File: config.mk
export PLATFORM = sky130hd
export DESIGN_NAME = divider_signed_seq_flat
export DESIGN_NICKNAME = d
export VERILOG_FILES = /design/src/rtl/divider_signed_seq_if.sv /design/src/rtl/divider_signed_seq.sv /design/src/flat_wrapper.sv
export SDC_FILE = /design/constraint.sdc
export NUM_CORES = 1
export LEC_CHECK = 0
export ABC_AREA = 1
export CAP_MARGIN = 20
export CORE_ASPECT_RATIO = 0.8
export CORE_MARGIN = 2
export CORE_UTILIZATION = 54
export CTS_CLUSTER_DIAMETER = 50
export CTS_CLUSTER_SIZE = 24
export DETAILED_ROUTE_END_ITERATION = 10
export GPL_TIMING_DRIVEN = 0
export PLACE_DENSITY = 0.88
export SLEW_MARGIN = 20
export SYNTH_ARGS = -nofsm -noshare
export SYNTH_HDL_FRONTEND = slang
export SYNTH_SLANG_ARGS = --single-unit
File: constraint.sdc
create_clock -name clk -period 8.8 [get_ports clk]
set_input_delay 1.76 -clock clk [delete_from_list [all_inputs] [get_ports clk]]
set_output_delay 1.76 -clock clk [all_outputs]
set_load 0.02 [all_outputs]
File: src/rtl/divider_signed_seq_if.sv
// Handshake and data bundle for divider_signed_seq.
//   master : operand producer / result consumer (drives in_valid, a, b, sign, out_ready)
//   slave  : the divider (drives in_ready, out_valid, quotient, remainder, div_zero)
interface divider_signed_seq_if #(
  parameter int SIZE = 32
);
  logic            in_valid;
  logic            in_ready;
  logic [SIZE-1:0] a;
  logic [SIZE-1:0] b;
  logic            sign;
  logic            out_valid;
  logic            out_ready;
  logic [SIZE-1:0] quotient;
  logic [SIZE-1:0] remainder;
  logic            div_zero;

  modport master (
    output in_valid, a, b, sign, out_ready,
    input  in_ready, out_valid, quotient, remainder, div_zero
  );

  modport slave (
    input  in_valid, a, b, sign, out_ready,
    output in_ready, out_valid, quotient, remainder, div_zero
  );
endinterface

File: src/rtl/divider_signed_seq.sv
// Iterative radix-2 restoring divider with DIV/DIVU/REM/REMU semantics.
// One quotient bit per cycle; divide-by-zero and signed overflow finish early.
//
// Ports:
//   clk  : clock, rising edge
//   rst  : asynchronous, active-high reset
//   bus  : divider_signed_seq_if.slave
//          in_valid/in_ready + a, b, sign   -> operand handshake
//          out_valid/out_ready + quotient, remainder, div_zero -> result handshake
//
// state  | meaning
// -------+-----------------------------------------------------------
// IDLE   | waiting for operands, in_ready high
// PREP   | take magnitudes, record result signs, detect special cases
// DIV    | one restoring step per cycle, SIZE steps total
// FIX    | apply result signs, register quotient/remainder
// DONE   | result held until out_ready
module divider_signed_seq #(
  parameter int SIZE = 32
) (
  input  logic                  clk,
  input  logic                  rst,
  divider_signed_seq_if.slave   bus
);

  localparam int CW = $clog2(SIZE);

  localparam logic [2:0] S_IDLE = 3'd0;
  localparam logic [2:0] S_PREP = 3'd1;
  localparam logic [2:0] S_DIV  = 3'd2;
  localparam logic [2:0] S_FIX  = 3'd3;
  localparam logic [2:0] S_DONE = 3'd4;

  localparam logic [SIZE-1:0] MSB_ONLY = {1'b1, {(SIZE-1){1'b0}}};
  localparam logic [SIZE-1:0] ALL_ONES = {SIZE{1'b1}};

  logic [2:0]      state;
  logic [SIZE-1:0] a_r;
  logic [SIZE-1:0] b_r;
  logic            sign_r;
  logic [SIZE-1:0] dvd;      // dividend bits still to be brought down
  logic [SIZE-1:0] dvs;      // divisor magnitude
  logic [SIZE-1:0] pr;       // partial remainder (always < dvs, so SIZE bits suffice)
  logic [SIZE-1:0] qr;       // quotient magnitude being built
  logic [CW-1:0]   cnt;
  logic            neg_q;
  logic            neg_r;
  logic [SIZE-1:0] q_out;
  logic [SIZE-1:0] r_out;
  logic            dz_out;

  logic [SIZE-1:0] mag_a;
  logic [SIZE-1:0] mag_b;
  logic [SIZE:0]   shifted;
  logic [SIZE:0]   diff;
  logic            accept;
  logic            release_res;

  // Magnitude of the most negative value wraps to itself, which is the
  // correct unsigned magnitude.
  assign mag_a = (sign_r & a_r[SIZE-1]) ? (~a_r + 1'b1) : a_r;
  assign mag_b = (sign_r & b_r[SIZE-1]) ? (~b_r + 1'b1) : b_r;

  // Trial subtraction on the SIZE+1 bit shifted remainder; a set MSB means
  // the divisor did not fit.
  assign shifted = {pr, dvd[SIZE-1]};
  assign diff    = shifted - {1'b0, dvs};

  assign accept      = bus.in_valid & bus.in_ready;
  assign release_res = bus.out_valid & bus.out_ready;

  assign bus.in_ready  = (state == S_IDLE) & ~rst;
  assign bus.out_valid = (state == S_DONE);
  assign bus.quotient  = q_out;
  assign bus.remainder = r_out;
  assign bus.div_zero  = dz_out;

  always_ff @(posedge clk or posedge rst) begin
    if (rst) begin
      state  <= S_IDLE;
      a_r    <= '0;
      b_r    <= '0;
      sign_r <= 1'b0;
      dvd    <= '0;
      dvs    <= '0;
      pr     <= '0;
      qr     <= '0;
      cnt    <= '0;
      neg_q  <= 1'b0;
      neg_r  <= 1'b0;
      q_out  <= '0;
      r_out  <= '0;
      dz_out <= 1'b0;
    end else begin
      case (state)
        S_IDLE: begin
          if (accept) begin
            a_r    <= bus.a;
            b_r    <= bus.b;
            sign_r <= bus.sign;
            state  <= S_PREP;
          end
        end

        S_PREP: begin
          dvd   <= mag_a;
          dvs   <= mag_b;
          pr    <= '0;
          qr    <= '0;
          cnt   <= CW'(SIZE - 1);
          neg_q <= sign_r & (a_r[SIZE-1] ^ b_r[SIZE-1]);
          neg_r <= sign_r & a_r[SIZE-1];
          if (b_r == '0) begin
            q_out  <= ALL_ONES;
            r_out  <= a_r;
            dz_out <= 1'b1;
            state  <= S_DONE;
          end else if (sign_r && (a_r == MSB_ONLY) && (b_r == ALL_ONES)) begin
            q_out  <= a_r;
            r_out  <= '0;
            dz_out <= 1'b0;
            state  <= S_DONE;
          end else begin
            state <= S_DIV;
          end
        end

        S_DIV: begin
          dvd <= {dvd[SIZE-2:0], 1'b0};
          qr  <= {qr[SIZE-2:0], ~diff[SIZE]};
          if (!diff[SIZE]) begin
            pr <= diff[SIZE-1:0];
          end else begin
            pr <= shifted[SIZE-1:0];
          end
          if (cnt == '0) begin
            state <= S_FIX;
          end else begin
            cnt <= cnt - CW'(1);
          end
        end

        S_FIX: begin
          q_out  <= neg_q ? (~qr + 1'b1) : qr;
          r_out  <= neg_r ? (~pr + 1'b1) : pr;
          dz_out <= 1'b0;
          state  <= S_DONE;
        end

        S_DONE: begin
          if (release_res) begin
            state <= S_IDLE;
          end
        end

        default: begin
          state <= S_IDLE;
        end
      endcase
    end
  end

endmodule

File: src/flat_wrapper.sv
// flat-port wrapper written by rule: the top's interface ports become plain ports
module divider_signed_seq_flat 
#(
  parameter int SIZE = 32
)
  (clk, rst, bus_in_valid, bus_a, bus_b, bus_sign, bus_out_ready, bus_in_ready, bus_out_valid, bus_quotient, bus_remainder, bus_div_zero);
  divider_signed_seq_if #(.SIZE(SIZE)) bus_i ();
  input  logic clk;
  input  logic rst;
  input wire logic [$bits(bus_i.in_valid)-1:0] bus_in_valid;
  input wire logic [$bits(bus_i.a)-1:0] bus_a;
  input wire logic [$bits(bus_i.b)-1:0] bus_b;
  input wire logic [$bits(bus_i.sign)-1:0] bus_sign;
  input wire logic [$bits(bus_i.out_ready)-1:0] bus_out_ready;
  output wire logic [$bits(bus_i.in_ready)-1:0] bus_in_ready;
  output wire logic [$bits(bus_i.out_valid)-1:0] bus_out_valid;
  output wire logic [$bits(bus_i.quotient)-1:0] bus_quotient;
  output wire logic [$bits(bus_i.remainder)-1:0] bus_remainder;
  output wire logic [$bits(bus_i.div_zero)-1:0] bus_div_zero;
  assign bus_i.in_valid = bus_in_valid;
  assign bus_i.a = bus_a;
  assign bus_i.b = bus_b;
  assign bus_i.sign = bus_sign;
  assign bus_i.out_ready = bus_out_ready;
  assign bus_in_ready = bus_i.in_ready;
  assign bus_out_valid = bus_i.out_valid;
  assign bus_quotient = bus_i.quotient;
  assign bus_remainder = bus_i.remainder;
  assign bus_div_zero = bus_i.div_zero;
  divider_signed_seq #(.SIZE(SIZE)) u_core (.clk(clk), .rst(rst), .bus(bus_i));
endmodule
==> impl_metrics.ini, run 1 <==
[clocking]
cts_setup_buffers = 0
cts_buffers = 28
path_clk_slew_ps = 70
cts-resized-gates = 0
cts.sinks = 268
cts_buffer_depth = 3
root_buffer = clkbuf_16
cts_tree = yes
htreeDepth = 1
insertion_delay_ps = 580
postCtsHoldBufs = 0

[sta]
finalSetupViolCount = 0
fmax_ghz = 0.2040
min_period_over_period = 0.5569
rsz0062_at_grt = no
slew_headroom = 0.3681
drv_slew = 0
skew_ps = 23.78
layout_min_cycle_time_ps = 4901
setup_tns_ps = 0
hold_viol = 0
worst_slew_pin_slew_ps = 947.9

[pwr]
pwr-share-seq = 0.255
powerDensity_nw_per_um2 = 421.2
power.leakage_nw = 10.38
p_sw_frac = 0.5262
internal_power_mw = 4.097
irDropWorstVdd_v = 0.0002134
p_comb_frac = 0.589
power_switching_mw = 4.550
p_clk_frac = 0.156

[global_route]
grt_max_degree = 36
grt_usage = 0.3646
grt_antenna_before_repair = 1
grt_pass1_wl_um = 94560
grt_overflow_total = 0
grt_pass1_vias = 17060

[logic_synthesis]
synthTopCellsByArea = dfrtp_1 38%, nand2_1 18%, nand3_1 7.4%
synthDistinctLibCells = 46
synthesis.area_um2 = 17420
syn_nets = 2699
syn_area_per_cell_um2 = 6.727
yosysTopAreaCell = dfrtp_1
synth_cells = 2590
ys_ff_latch = 268
yosysSeqAreaShare = 0.3849
yosysTopAreaCellShare = 0.3849
synth_warnings = 0

[final_layout]
layout.nets = 2872
layout-area-overhead-vs-synth_pct = 17.82
drive_gt1_frac = 0.04847
design_area_um2 = 20530
n_antenna_cell = 0

[placement]
gp_congestion = 1.026
dp_hpwl_um = 48290
port_buffers = 135
placed_area_um2 = 19470

[min_path]
hold_path_class = register to register

[critical_path]
r2r_slack_ps = 5850
path_max_fanout = 2
critical_path_class = input pin to output port
arrival_ps = 3140
worst-endpoint-required_ps = 7040
endpoint_kind = output port
critPathLaunchType = input pin

[die]
start_util = 0.5520
core_area_um2 = 31570
fp-row-count = 58
die_area_um2 = 33730
die_h_um = 164.7
die_width_um = 204.8
io_pins = 136

[run]
drv_cap = 0

[routing]
firstDrtPassIters = 6
vias = 18530
drtIter0Drc = 2321
drt-wirelength-per-cell_um = 19.04
vias_per_cell = 5.782
antenna_left = 0
wl_um = 61020
drc_errors = 0

[run_status]
status = complete, no violations
==> placed cells by master (no fill, tap or decap), drive strengths merged, types with 3 or more instances in the layout <==
cell           synthesis  routed
a21o                   3       3
a21oi                118     118
a31oi                  5       5
buf                   36      44
clkbuf                60      90
clkdlybuf4s50          0     135
clkinv                 3      11
dfrtp                268     268
ha                    39      39
inv                  341     351
mux2                   8       8
nand2                822     822
nand3                260     260
nand3b                18      18
nand4                 38      38
nor2                 253     253
nor3                  19      19
o211ai                12      12
o21ai                145     145
o21bai                12      12
o221ai                11      11
o22ai                 55      55
o31ai                  3       3
o32ai                  3       3
or2                    7       7
xnor2                  8       8
xor2                  35      35
==> synthesized netlist by cell type, drive strengths merged <==
cell      n
a211oi    1
o32ai     3
nand3b   18
inv     341
clkinv    3
a21oi   118
or2       7
ha       39
nand4    38
nand2   822
clkbuf   60
mux2      8
o221ai   11
fa        1
xor2     35
o22ai    55
nand3   260
o31ai     3
nor2    253
dfrtp   268
xnor2     8
and2      2
nor3     19
a31oi     5
o211ai   12
nor4      2
o21ai   145
a31o      2
buf      36
o21bai   12
a21o      3
==> sequential cells by signal, summed over array words and instances, names as in the netlist <==
name / count
u_core.dvs: 32
u_core.dvd: 32
u_core.qr: 32
u_core.b_r: 32
u_core.pr: 32
u_core.a_r: 32
u_core.sign_r: 1
u_core.cnt: 5
u_core.neg_r: 1
u_core.bus.remainder: 32
u_core.state: 3
u_core.bus.div_zero: 1
u_core.bus.quotient: 32
u_core.neg_q: 1
==> logic make-up (layout without fill, tap and decap cells) <==
family          Yosys count  count (layout)  synth area share
compound gates          370             370            0.1187
mux                       8               8          0.005170
xor+xnor                 43              43           0.02161
fa+ha+maj                40              40           0.02915
buf+inv                 440             635           0.09823
simple gates           1421            1421            0.3422
flops                   268             268            0.3849
==> final timing paths <==
| check | startpoint | to | cells after the start |
|---|---|---|---|
| setup / recovery | rst | bus_in_ready | 3 |
| hold / removal | u_core.bus.quotient[21] | u_core.bus.quotient[21] | 2 |
| setup reg to reg | u_core.dvd[31] | u_core.pr[0] | 16 |
| hold reg to reg | u_core.bus.quotient[21] | u_core.bus.quotient[21] | 2 |
| max in group asynchronous | rst | u_core.pr[9] | 6 |
| min in group asynchronous | rst | u_core.a_r[28] | 2 |
==> power by group through the flow <==
stage | Clock, mW | Combinational (mW) | Sequential, mW
final | 1.35 | 5.09 | 2.20
after global routing | 1.41 | 5.63 | 2.24
after CTS | 1.36 | 4.96 | 2.18
after detailed placement | 0 | 4.93 | 2.19
after global placement | 0 | 4.80 | 2.18
after floorplan | 0 | 3.31 | 2.17
==> routing by layer <==
layer  routed length, um  GRT usage
met4                1525    0.09881
met3                7855     0.1014
met1               26630     0.5336
met2               25010     0.5276
met5                   0          0
==> critical path, stage by stage <==
cell,delay (ps)
clkdlybuf4s50_1,460
nor3_1,270
clkdlybuf4s50_1,660
==> through the flow <==
step / total power [mW] / setup WS, ps / util / hold slack [ps] / cells
2_1_floorplan: 5.479 / 3501 / - / 448.9 / 2590
3_3_place_gp: 6.980 / 1656 / 0.6115 / 462.1 / 3145
3_5_place_dp: 7.124 / 3907 / 0.6168 / 464.9 / 3153
4_1_cts: 8.491 / 3893 / 0.6503 / 485.6 / 3205
5_1_grt: 9.278 / 3833 / 0.6503 / 497.4 / 3205
6_report: 8.647 / 3899 / 0.6503 / 486.0 / 3205
==> area by class of cell <==
| class | instances | area (um^2) |
|---|---|---|
| tap | 420 | 525.5 |
| buffer | 96 | 419.2 |
| timing repair buffer | 143 | 1519 |
| multi-input combinational | 1882 | 9006 |
| fill | 2816 | 11040 |
| inverter | 344 | 1296 |
| clock buffer | 30 | 729.5 |
| sequential | 268 | 6706 |
| clock inverter | 22 | 327.8 |
Power figures use the tool's default switching activity.
==> inputs of run 2 (changes only) <==
Clock period 8.8 ns to 4.4 ns, I/O delays scaled along.
==> impl_metrics.ini, run 2 (synthesis results as in run 1) <==
[routing]
drt-wirelength-per-cell_um = 19.01
vias_per_cell = 5.780
vias = 18530
drtIter0Drc = 2465
firstDrtPassIters = 6
antenna_left = 0
wl_um = 60920
drc_errors = 0

[sta]
min_period_over_period = 0.7138
drv_slew = 0
worst_slew_pin_slew_ps = 963.2
skew_ps = 22.03
finalSetupViolCount = 0
rsz0062_at_grt = no
slew_headroom = 0.3578
setup_tns_ps = 0
hold_viol = 0
layout_min_cycle_time_ps = 3141
fmax_ghz = 0.3184

[global_route]
grt_pass1_vias = 17060
grt_antenna_before_repair = 1
grt_usage = 0.3648
grt_pass1_wl_um = 94630
grt_overflow_total = 0
grt_max_degree = 36

[clocking]
cts-resized-gates = 0
insertion_delay_ps = 580
cts_buffer_depth = 3
cts_setup_buffers = 0
root_buffer = clkbuf_16
cts_buffers = 28
htreeDepth = 1
cts_tree = yes
cts.sinks = 268
postCtsHoldBufs = 0
path_clk_slew_ps = 70

[final_layout]
final_common_cell = nand2_1
layout-area-overhead-vs-synth_pct = 17.82
layout.nets = 2872
multi_input_area_um2 = 9006
instances_no_fill = 3205
drive_gt1_frac = 0.04847
n_antenna_cell = 0
layout_common_cells = 815 x nand2_1, 333 x inv_1, 268 x dfrtp_1
fill_cells = 2816
seq_area_um2 = 6706

[die]
core_area_um2 = 31570
start_util = 0.5520
die_h_um = 164.7
io_pins = 136
die_width_um = 204.8
fp-row-count = 58
die_area_um2 = 33730

[run]
drv_cap = 0

[critical_path]
r2r_slack_ps = 1480
arrival_ps = 2260
r2r_end = u_core.pr[0]
worst-endpoint-required_ps = 3520
reg2regPathDepth = 16
rr_startpoint = u_core.dvd[31]
critical_path_class = input pin to output port
path_max_fanout = 2
critPathLaunchType = input pin
endpoint_kind = output port

[placement]
port_buffers = 135
dp_cells = 3153
dp_hpwl_um = 48290
gp_congestion = 1.026

[min_path]
min_from = u_core.bus.quotient[21]
min_path_cells = 2
whs_endpoint = u_core.bus.quotient[21]
hold_path_class = register to register

[pwr]
power.leakage_nw = 10.38
powerDensity_nw_per_um2 = 841.6
power_mw = 17.28
irDropWorstVdd_v = 0.0004292

[run_status]
status = complete, no violations
==> run 2: cell counts in the layout (fill, tap and decap cells not counted) <==
Identical to the previous run, type by type.
==> run 2: per-stage QoR <==
step / worst slack, ps / instance area (um^2) / util / hold slack, ps
floorplan: -19.47 / 17430 / - / 448.9
global placement: -1864 / 19300 / 0.6115 / 462.1
detailed placement: 1267 / 19470 / 0.6168 / 464.9
CTS: 1253 / 20530 / 0.6503 / 485.6
global route: 1193 / 20530 / 0.6503 / 497.4
finish: 1259 / 20530 / 0.6503 / 485.3
==> run 2: area by class of cell <==
| class | count | share of cell area |
|---|---|---|
| clock buffer | 30 | 0.03553 |
| sequential | 268 | 0.3267 |
| multi-input combinational | 1882 | 0.4387 |
| inverter | 344 | 0.06314 |
| timing repair buffer | 143 | 0.07399 |
| tap | 420 | 0.02560 |
| buffer | 96 | 0.02042 |
| clock inverter | 22 | 0.01597 |
==> run 2: metal layers <==
layer | wire, um | part of all wire | GRT usage
met3 | 7863 | 0.13 | 0.1030
met1 | 26500 | 0.43 | 0.5333
met5 | 0 | 0 | 0
met2 | 24940 | 0.41 | 0.5283
met4 | 1614 | 0.026 | 0.09717
==> run 2: critical path: stages <==
cell	delay, ps
clkdlybuf4s50_1	460
nor3_1	270
clkdlybuf4s50_1	660
==> run 2: worst max path at each step <==
stage               start                      end  slack (ps)  cells after the start
floorplan             rst            u_core.a_r[0]         -20                      1
detailed placement    rst             bus_in_ready        1270                      3
CTS                   rst             bus_in_ready        1250                      3
finish                rst             bus_in_ready        1260                      3
global placement      rst  u_core.bus.quotient[16]       -1860                      2
global route          rst             bus_in_ready        1190                      3
==> run 2: power breakdown <==
part           switching, mW  total, mW  internal [mW]
Clock                   1.27       2.70           1.43
Combinational           6.85       10.2           3.32
Sequential             0.962       4.41           3.44
Total                   9.08       17.3           8.19
==> inputs of run 3 (changes only) <==
Clock period 4.4 ns to 2.8 ns, I/O delays scaled along.
==> impl_metrics.ini, run 3 (synthesis results as in run 1) <==
[run_status]
status = complete, no violations

[clocking]
path_clk_slew_ps = 70
htreeDepth = 1
cts_tree = yes
cts.sinks = 268
root_buffer = clkbuf_16
cts_buffers = 28
postCtsHoldBufs = 0
insertion_delay_ps = 580
cts_buffer_depth = 3

[pwr]
powerDensity_nw_per_um2 = 1338
power.leakage_nw = 10.44
irDropWorstVdd_v = 0.0007027

[sta]
finalSetupViolCount = 0
slew_headroom = 0.3576
drv_slew = 0
layout_min_cycle_time_ps = 2746
worst_slew_pin_slew_ps = 963.6
skew_ps = 24.65
min_period_over_period = 0.9808
timing.hold.ws_ps = 416.4
fmax_ghz = 0.3641
hold_viol = 0

[critical_path]
path_max_fanout = 5
r2r_slack_ps = 50
critPathLaunchType = register
endpoint_kind = register
reg2regPathDepth = 18
endpoint = u_core.pr[21]
rr_startpoint = u_core.dvd[31]
arrival_ps = 3200
crit_path_start = u_core.dvd[31]
worst-endpoint-required_ps = 3260
r2r_end = u_core.pr[21]
critical_path_class = register to register

[placement]
gp_congestion = 1.026
placed_area_um2 = 19470
port_buffers = 135
dp_hpwl_um = 48290

[die]
die_width_um = 204.8
core_area_um2 = 31570
die_area_um2 = 33730
die_h_um = 164.7
io_pins = 136
fp-row-count = 58
start_util = 0.5520

[routing]
antenna_left = 0
drc_errors = 0
firstDrtPassIters = 7
vias = 18600
wl_um = 61320
drt-wirelength-per-cell_um = 19.08
drtIter0Drc = 2331
vias_per_cell = 5.790

[final_layout]
final_common_cell = nand2_1
design_area_um2 = 20720
layout_common_cells = 809 x nand2_1, 329 x inv_1, 268 x dfrtp_1
drive_gt1_frac = 0.05657
n_antenna_cell = 0
layout.nets = 2880
layout-area-overhead-vs-synth_pct = 18.94
fill_cells = 2790

[global_route]
grt_pass1_vias = 17050
grt_overflow_total = 0
grt_max_degree = 36
grt_antenna_before_repair = 1
grt_usage = 0.3653
grt_pass1_wl_um = 94800

[min_path]
hold_path_class = input pin to async pin

[run]
drv_cap = 0
## run 3: critical path, stage by stage, from the launching register on
cell	delay (ps)
dfrtp_1	370
clkinvlp_4	270
ha_4	270
fa_2	380
inv_2	80
nand2_1	70
nand2_2	90
nand3_2	60
nand2_2	110
nand2_2	90
nand2_4	90
nand2_4	70
nand2_4	110
nand2_8	70
nand2_8	100
buf_4	170
nand2_1	90
nand3_1	70
nand2_1	50
## run 3: metrics by stage
stage / util / power, mW / worst slack, ps / setup TNS (ps) / std cells
6_report: 0.6565 / 27.74 / 53.82 / 0 / 3213
5_1_grt: 0.6565 / 29.74 / -67.99 / -1369 / 3213
4_1_cts: 0.6521 / 26.80 / 22.51 / 0 / 3205
3_5_place_dp: 0.6168 / 22.39 / -35.26 / -61.81 / 3153
3_3_place_gp: 0.6115 / 21.94 / -3144 / -836120 / 3145
2_1_floorplan: - / 17.22 / -1299 / -348260 / 2590
## run 3: worst min-delay path by stage
stage                            startpoint                      end  slack (ps)  cells after the start
floorplan                    u_core.dvs[28]           u_core.dvs[28]         450                      2
global placement    u_core.bus.quotient[14]  u_core.bus.quotient[14]         460                      2
detailed placement  u_core.bus.quotient[15]  u_core.bus.quotient[15]         460                      2
CTS                                     rst           u_core.a_r[28]         420                      2
global route                            rst           u_core.a_r[28]         470                      2
finish                                  rst           u_core.a_r[28]         420                      2
## run 3: power breakdown
group          switching, mW  leakage [nW]  internal [mW]
Sequential              1.54          3.32           5.41
Clock                   2.00         0.512           2.25
Combinational           11.0          6.60           5.52
Total                   14.6          10.4           13.2
## run 3: cell type report
| class | count | area [um^2] | share of cell area |
|---|---|---|---|
| Multi-Input combinational cell | 1882 | 9109 | 0.4395 |
| Sequential cell | 268 | 6706 | 0.3236 |
| Timing Repair Buffer | 151 | 1577 | 0.07607 |
| Inverter | 344 | 1308 | 0.06309 |
| Clock buffer | 30 | 729.5 | 0.03520 |
| Tap cell | 420 | 525.5 | 0.02536 |
| Buffer | 96 | 441.7 | 0.02131 |
| Clock inverter | 22 | 327.8 | 0.01582 |
## run 3: metal layers
layer | vias up | routed length (um) | track usage
met5 | - | 13 | 0
met4 | 2 | 1503 | 0.09223
met3 | 143 | 7887 | 0.1002
met2 | 1092 | 25140 | 0.5312
met1 | 8646 | 26770 | 0.5359
li1 | 8720 | - | -
## run 3: what timing repair did
| item | 4_1_cts | 5_1_grt |
|---|---|---|
| setup buffers | 0 | 5 |
| gates cloned | 0 | 3 |
| resized for setup | 14 | 23 |
| endpoints found under the setup margin | 22 | 54 |
| pin swaps | 1 | 5 |
